`config.mk`:
```
export PLATFORM = sky130hd
export DESIGN_NAME = muldiv_unit
export DESIGN_NICKNAME = d
export VERILOG_FILES = /design/src/rtl/muldiv_unit.sv
export SDC_FILE = /design/constraint.sdc
export NUM_CORES = 2
export LEC_CHECK = 0
export CAP_MARGIN = 10
export CELL_PAD_IN_SITES_DETAIL_PLACEMENT = 1
export CELL_PAD_IN_SITES_GLOBAL_PLACEMENT = 2
export CORE_MARGIN = 2
export CORE_UTILIZATION = 35
export CTS_BUF_LIST = sky130_fd_sc_hd__clkbuf_4
export DETAILED_ROUTE_END_ITERATION = 12
export PLACE_DENSITY = 0.71
export SLEW_MARGIN = 20
export SYNTH_ARGS = -nofsm -noshare
export SYNTH_HDL_FRONTEND = slang
export SYNTH_SLANG_ARGS = --single-unit
```
`constraint.sdc`:
```
create_clock -name clk -period 14.99 [get_ports clk]
set_input_delay 2.998 -clock clk [delete_from_list [all_inputs] [get_ports clk]]
set_output_delay 2.998 -clock clk [all_outputs]
set_load 0.005 [all_outputs]
```
`src/rtl/muldiv_unit.sv`:
```
// Multi-cycle RISC-V M-extension unit: MUL/MULH/MULHSU/MULHU via a latency-counted
// multiplier, DIV/DIVU/REM/REMU via a radix-2 restoring divider on magnitudes.
`ifndef WORD_SIZE
`define WORD_SIZE 32
`endif

module muldiv_unit #(
  parameter int WORD_SIZE   = `WORD_SIZE,
  parameter int MUL_LATENCY = 3,
  parameter int TAG_WIDTH   = 5
) (
  input  logic                 clk,
  input  logic                 reset,
  input  logic                 flush,
  input  logic                 in_valid,
  output logic                 in_ready,
  input  logic [2:0]           funct3,
  input  logic [WORD_SIZE-1:0] aluIn1,
  input  logic [WORD_SIZE-1:0] aluIn2,
  input  logic [TAG_WIDTH-1:0] in_tag,
  output logic                 out_valid,
  input  logic                 out_ready,
  output logic [WORD_SIZE-1:0] out_result,
  output logic [TAG_WIDTH-1:0] out_tag
);

  localparam int W       = WORD_SIZE;
  localparam int CNT_MAX = (W > MUL_LATENCY) ? W : MUL_LATENCY;
  localparam int CW      = $clog2(CNT_MAX + 1);

  typedef enum logic [1:0] {IDLE, MUL, DIV, DONE} state_t;

  state_t         state_reg, state_next;
  logic [CW-1:0]  cnt_reg, cnt_next;
  logic [1:0]     op_reg, op_next;
  logic [W-1:0]   opa_reg, opa_next;   // multiplicand, or dividend magnitude / quotient shift
  logic [W-1:0]   opb_reg, opb_next;   // multiplier, or divisor magnitude
  logic [W-1:0]   rem_reg, rem_next;
  logic           quo_neg_reg, quo_neg_next;
  logic           rem_neg_reg, rem_neg_next;
  logic [W-1:0]   result_reg, result_next;
  logic [TAG_WIDTH-1:0] tag_reg, tag_next;

  logic           accept;
  logic           div_signed, a_neg, b_neg;
  logic [W-1:0]   a_mag, b_mag;
  logic           div_by_zero, overflow;
  logic [W-1:0]   special_result;
  logic [1:0]     mul_op;
  logic [W-1:0]   mul_a, mul_b;
  logic           a_sx, b_sx;
  logic [2*W-1:0] mul_a_ext, mul_b_ext, product;
  logic [W-1:0]   mul_result;
  logic [W:0]     rem_shift, diff;
  logic           q_bit;
  logic [W-1:0]   quo_fix, rem_fix;

  assign in_ready   = (state_reg == IDLE) && !flush;
  assign out_valid  = (state_reg == DONE);
  assign out_result = result_reg;
  assign out_tag    = tag_reg;
  assign accept     = in_valid && in_ready;

  // Division pre-processing on the incoming operands.
  assign div_signed     = !funct3[0];
  assign a_neg          = div_signed && aluIn1[W-1];
  assign b_neg          = div_signed && aluIn2[W-1];
  assign a_mag          = a_neg ? -aluIn1 : aluIn1;
  assign b_mag          = b_neg ? -aluIn2 : aluIn2;
  assign div_by_zero    = (aluIn2 == '0);
  assign overflow       = div_signed && (aluIn1 == {1'b1, {(W-1){1'b0}}}) && (aluIn2 == '1);
  assign special_result = div_by_zero ? (funct3[1] ? aluIn1 : '1)
                                      : (funct3[1] ? '0 : aluIn1);

  // Operands come straight from the inputs only when the latency-1 path is used.
  assign mul_op     = (state_reg == IDLE) ? funct3[1:0] : op_reg;
  assign mul_a      = (state_reg == IDLE) ? aluIn1 : opa_reg;
  assign mul_b      = (state_reg == IDLE) ? aluIn2 : opb_reg;
  assign a_sx       = (mul_op != 2'b11) && mul_a[W-1];
  assign b_sx       = (mul_op == 2'b01) && mul_b[W-1];
  assign mul_a_ext  = {{W{a_sx}}, mul_a};
  assign mul_b_ext  = {{W{b_sx}}, mul_b};
  assign product    = mul_a_ext * mul_b_ext;
  assign mul_result = (mul_op == 2'b00) ? product[W-1:0] : product[2*W-1:W];

  assign rem_shift = {rem_reg, opa_reg[W-1]};
  assign diff      = rem_shift - {1'b0, opb_reg};
  assign q_bit     = !diff[W];
  assign quo_fix   = quo_neg_reg ? -opa_reg : opa_reg;
  assign rem_fix   = rem_neg_reg ? -rem_reg : rem_reg;

  always_comb begin
    state_next   = state_reg;
    cnt_next     = cnt_reg;
    op_next      = op_reg;
    opa_next     = opa_reg;
    opb_next     = opb_reg;
    rem_next     = rem_reg;
    quo_neg_next = quo_neg_reg;
    rem_neg_next = rem_neg_reg;
    result_next  = result_reg;
    tag_next     = tag_reg;
    case (state_reg)
      IDLE: begin
        if (accept) begin
          op_next  = funct3[1:0];
          opa_next = aluIn1;
          opb_next = aluIn2;
          tag_next = in_tag;
          if (!funct3[2]) begin
            if (MUL_LATENCY == 1) begin
              result_next = mul_result;
              state_next  = DONE;
            end else begin
              cnt_next   = CW'(MUL_LATENCY - 1);
              state_next = MUL;
            end
          end else if (div_by_zero || overflow) begin
            result_next = special_result;
            state_next  = DONE;
          end else begin
            opa_next     = a_mag;
            opb_next     = b_mag;
            rem_next     = '0;
            quo_neg_next = a_neg ^ b_neg;
            rem_neg_next = a_neg;
            cnt_next     = CW'(W);
            state_next   = DIV;
          end
        end
      end
      MUL: begin
        if (cnt_reg <= CW'(1)) begin
          result_next = mul_result;
          state_next  = DONE;
        end else begin
          cnt_next = cnt_reg - CW'(1);
        end
      end
      DIV: begin
        // Counter nonzero: one quotient bit; counter zero: sign-fix cycle.
        if (cnt_reg != '0) begin
          rem_next = q_bit ? diff[W-1:0] : rem_shift[W-1:0];
          opa_next = {opa_reg[W-2:0], q_bit};
          cnt_next = cnt_reg - CW'(1);
        end else begin
          result_next = op_reg[1] ? rem_fix : quo_fix;
          state_next  = DONE;
        end
      end
      DONE: begin
        if (out_ready) state_next = IDLE;
      end
      default: state_next = IDLE;
    endcase
    if (flush) state_next = IDLE;
  end

  always_ff @(posedge clk) begin
    if (reset) begin
      state_reg   <= IDLE;
      cnt_reg     <= '0;
      op_reg      <= '0;
      opa_reg     <= '0;
      opb_reg     <= '0;
      rem_reg     <= '0;
      quo_neg_reg <= 1'b0;
      rem_neg_reg <= 1'b0;
      result_reg  <= '0;
      tag_reg     <= '0;
    end else begin
      state_reg   <= state_next;
      cnt_reg     <= cnt_next;
      op_reg      <= op_next;
      opa_reg     <= opa_next;
      opb_reg     <= opb_next;
      rem_reg     <= rem_next;
      quo_neg_reg <= quo_neg_next;
      rem_neg_reg <= rem_neg_next;
      result_reg  <= result_next;
      tag_reg     <= tag_next;
    end
  end

endmodule
```
Word level (Yosys, flattened, before mapping)
Cells that the tools add are included.

cells by class
  equal/unequal tests = 17
  add/sub/neg operators = 6
  bitwise logic cells = 2
  mux-type cells = 44
  reductions and logical operators = 26
  multiply operators = 1
  $lt $le $gt $ge = 1

operator list
  kind                                                             count
  2-to-1 mux 32 bit                                                27
  negation 32 bit                                                  4
  one-hot mux 32 bit (2 select lines)                              2
  one-hot mux 32 bit (3 select lines)                              1
  == test 32 bit (second input constant)                           2
  multiplier 33 x 33 -> 64 bit                                     1
  subtractor 33 x 32 -> 33 bit                                     1
  zero test 32 bit                                                 1
  2-to-1 mux 6 bit                                                 5
  one-hot mux 6 bit (3 select lines)                               1
  != test 2 bit (second input constant)                            8
  2-to-1 mux 2 bit                                                 6
  AND reduction 5 bit                                              2
  logical AND 1 bit                                                8
  one-hot mux 2 bit (4 select lines)                               1
  AND reduction 4 bit                                              2
  less-or-equal comparator 6 x 1 -> 1 bit (second input constant)  1
  AND reduction 6 bit                                              1
  nonzero test 6 bit                                               1
  subtractor 6 x 1 -> 6 bit (second input constant)                1
  == test 2 x 1 -> 1 bit (second input constant)                   2
  == test 2 bit (second input constant)                            2
  zero test 2 bit                                                  2
  != test 2 x 1 -> 1 bit (second input constant)                   2
  other kinds (11)                                                 13

storage, ports and cells
  word-level logic and storage cells = 107
  register bits = 145

Logic depth before layout (Yosys ltp)
  depth in word-level cells = 8
  gate-level depth with buffers = 38
  depth with buffers taken out = 33

Least setup slack after synthesis
OpenSTA, ideal clock, no wires.

  path type = input to register
  from = input port funct3[0]
  to = register result_reg[28] (netlist: out_result[28])
  path buffers = 2
  arrival time = 10,798 ps
  cell stages on the path = 31
  library setup time = 128 ps
  slack = 4,065 ps
  cell sequence = mux2_2 -> a21oi_1 -> clkbuf_1 -> nand2_1 -> inv_1 -> fa_1 -> inv_1 -> fa_1 -> inv_1 -> fa_1 -> fa_1 -> inv_1 -> fa_1 -> inv_1 -> fa_1 -> inv_1 -> fa_1 -> fa_1 -> inv_1 -> ha_1 -> clkbuf_1 -> and3_1 -> nand3_1 -> a21oi_1 -> or4_1 -> a21oi_1 -> o311ai_0 -> a41oi_1 -> xnor2_1 -> a311oi_1 -> nor2_1

on the way
  longest elaborated chain between the ends = 7

ends and longest elaborated chain
  element                                                         line    RTL
  start: declaration                                              17      input logic [2:0] funct3,
  2-to-1 mux 2 bit                                                76      assign mul_op = (state_reg == IDLE) ? funct3[1:0] : op_reg;
  != test 2 bit / == test 2 x 1 -> 1 bit (equally long branches)  79, 80
  logical AND 1 bit, on equally long branches                     79, 80
  multiplier 33 x 33 -> 64 bit                                    83      assign product = mul_a_ext * mul_b_ext;
  2-to-1 mux 32 bit                                               84      assign mul_result = (mul_op == 2'b00) ? product[W-1:0] : product[2*W-1:W];
  2-to-1 mux 32 bit                                               133     if (cnt_reg <= CW'(1)) begin
  one-hot mux 32 bit (3 select lines)                             103     case (state_reg)
  end signal: assignment                                          180     result_reg <= result_next;
  end: declaration                                                41      logic [W-1:0] result_reg, result_next;

Parallel ways exist; a longest one is shown, timed or not. The select of a mux whose other input is x is not followed.
A chain may end at the register's enable or synchronous reset.

Worst setup path in the final report
  from = input port aluIn2[1]
  to = register result_reg[19] (netlist: out_result[19])

on the way
  longest elaborated chain between the ends = 6

ends and longest elaborated chain
  element                                                                               line  RTL
  start: declaration                                                                    19    input logic [WORD_SIZE-1:0] aluIn2,
  parallel branches: the longest is 6 deep, another holds multiplier 33 x 33 -> 64 bit  --

Several ways; the timed one is not identified. The select of a mux whose other input is x is not followed.

==> results by group <==
Global route
  – First-pass GRT wire length: 325000 um
  – GR Overflow Total: 0
  – Largest net degree at the start of global routing: 66
  – Number of global-route vias before repair: 45.8k
  – Initial antenna violation count: 14
  – GRT Total Usage: 30.8%

Run status
  – Status: complete, no violations

Worst setup path
  – Critical path class: primary input to register
  – Critical Path Start Type: primary input
  – CP most frequent cell: fa_1
  – Worst Path Max Fanout: 16
  – Worst path slowest cell: o21a_1
  – Critical path required time: 15.58 ns
  – Worst Path Arrival: 13.83 ns
  – CP Capture Type: register
  – Slowest Stage Delay on Critical Path: 0.87 ns

Final layout
  – Most frequent cells in the layout: inv_1 (1264), fa_1 (1126), nand2_1 (1094)
  – Area of the multi-input gates: 41500 um^2
  – Synthesis-to-finish area growth: 7.95%
  – Share of layout cells above drive strength 1: 4.63%
  – Nets@finish: 7414
  – Register Area: 2900 um^2
  – FILL cells: 16.8k
  – Commonest non-fill, non-tap cell in the layout: inv_1

Synth
  – Main area contributors after synthesis: fa_1 (45%), inv_1 (9.5%), nand2_1 (8.2%)
  – Top FF cell, synth: dfxtp_1
  – Synth Instances: 6012
  – Area share of the largest cell type after synthesis: 45.1%
  – Synth unique cells: 85
  – Cell accounting for the most synthesized area: fa_1
  – Synthesized flop and latch total: 145
  – Net Count, Synth: 7472
  – Number of synthesized flops with an enable pin: 0
  – Sequential area share after synthesis: 5.80%
  – Yosys warnings: 0
  – Async S/R FF share, synth: 0%
  – Cell Area, Synth: 50000 um^2
  – Avg Cell Area, Syn: 8.32 um^2

Clocking
  – Clk_lat worst skew: 0.69 ns
  – CTS tree: done
  – CTS Sinks: 145
  – Post-cts hold buffer count: 0
  – Root Buffer: clkbuf_4
  – CTS Buffer Depth: 2
  – Buffer count from post-CTS setup fixing: 0
  – Total CTS buffers: 17
  – Reg clk slew, reported paths: 0.15 ns
  – H-tree Lvls: 4
  – Post-cts sizing count: 0

Placement
  – Port Buffers: 115
  – Hpwl dp: 181000 um
  – Placer Congestion: 0.981

Floorplan
  – Standard-cell row count: 138
  – Die X: 382 um
  – Initial Utilization: 35.3%
  – I/O pins: 116
  – Total core area: 142000 um^2
  – DIE HEIGHT: 382 um
  – DIE AREA: 146000 um^2

STA
  – Worst Tran Pin Value: 1.21 ns
  – Final Cycle Share: 88.3%
  – Final min period: 13.24 ns
  – Post-route setup TNS: 0 ns
  – Final Hold Fails: 0
  – Endpoints failing setup: 0
  – RSZ-0062 raised after global routing: no
  – Rel. slew slack: 18.4%
  – Fmax: 0.0755 GHz
  – Worst clock skew: 0.0379 ns
  – Slew Viols, Final: 0

Route
  – Initial DRC Count: 3230
  – DR pass1 iterations: 6
  – Total number of vias: 42.6k
  – Drt drc: 0
  – Vias/cell: 5.42
  – WL final: 223000 um
  – Wire per inst: 28.4 um
  – Antenna violation net count after detailed routing: 0

Run
  – Max Cap Viol: 0

Hold path
  – HP Class: register to register
-- metal layers --
layer,track usage [%],wire length [um]
met1,41.8,96900
met2,49.5,102000
met3,5.24,14700
met4,10.8,9490
met5,0,47
-- cell usage after synthesis (30+ instances only) --
cell and number:
fa_1 1126, nor3_1 38, mux2i_1 56, ha_1 257, xnor2_1 116, and2_1 35
dfxtp_1 145, o21a_1 43, nand3_1 38, xor2_1 102, a211oi_1 45, nand4_1 30
nor2_1 433, nand2_1 1094, a21o_1 40, clkbuf_1 291, o21ai_0 206, a21oi_1 191
o31ai_1 40, inv_1 1264
-- cell type report --
type / count / area share, %
multi-input combinational: 4275 / 76.9
inverter: 1266 / 8.80
sequential: 145 / 5.38
tap: 1890 / 4.38
timing repair buffer: 249 / 3.99
clock inverter: 11 / 0.299
clock buffer: 21 / 0.292
antenna: 1 / 0.00463
-- cell families after synthesis --
| group | share of synthesized area, % |
|---|---|
| AOI/OAI and AO/OA | 9.63 |
| xor gates and xnor gates | 3.82 |
| adders and majority gates | 52.1 |
| buffers and inverters | 12.0 |
| DFF | 5.80 |
| muxes | 1.77 |
| and+or+nand+nor | 14.9 |
-- worst max-delay path, delay by kind of cell --
| family | cells | cell delay (ns) |
|---|---|---|
| AO/OA/AOI/OAI | 8 | 3.49 |
| XOR/XNOR | 1 | 0.37 |
| adder cells (fa/ha/maj) | 9 | 4.89 |
| buffers and inverters | 9 | 1.52 |
| AND/OR/NAND/NOR | 4 | 0.48 |
-- metrics by stage --
stage	setup WS [ns]	util, %	cells	hold slack [ns]	area, um^2
detailed placement	1.32	37.9	7825	0.449	53700
CTS	2.09	38.1	7857	0.467	54000
global placement	1.33	37.9	7825	0.439	53700
floorplan	4.06	-	6012	0.432	50000
global route	1.51	38.1	7858	0.482	54000
finish	1.75	38.1	7858	0.464	54000
-- path summary, 6_finish.rpt --
path	start	to	slack [ns]	cells after the start
setup reg to reg	state_reg[0]$_SDFFE_PP0P_	out_result[19]$_SDFFE_PP0P_	2.68	33
hold / removal	quo_neg_reg$_SDFFE_PP0P_	quo_neg_reg$_SDFFE_PP0P_	0.46	2
setup / recovery	aluIn2[1]	out_result[19]$_SDFFE_PP0P_	1.75	31
hold reg to reg	quo_neg_reg$_SDFFE_PP0P_	quo_neg_reg$_SDFFE_PP0P_	0.46	2
Power is left out: the tool's default activity adds up to more than one toggle a clock period on the data nets, which glitch-free logic cannot reach.
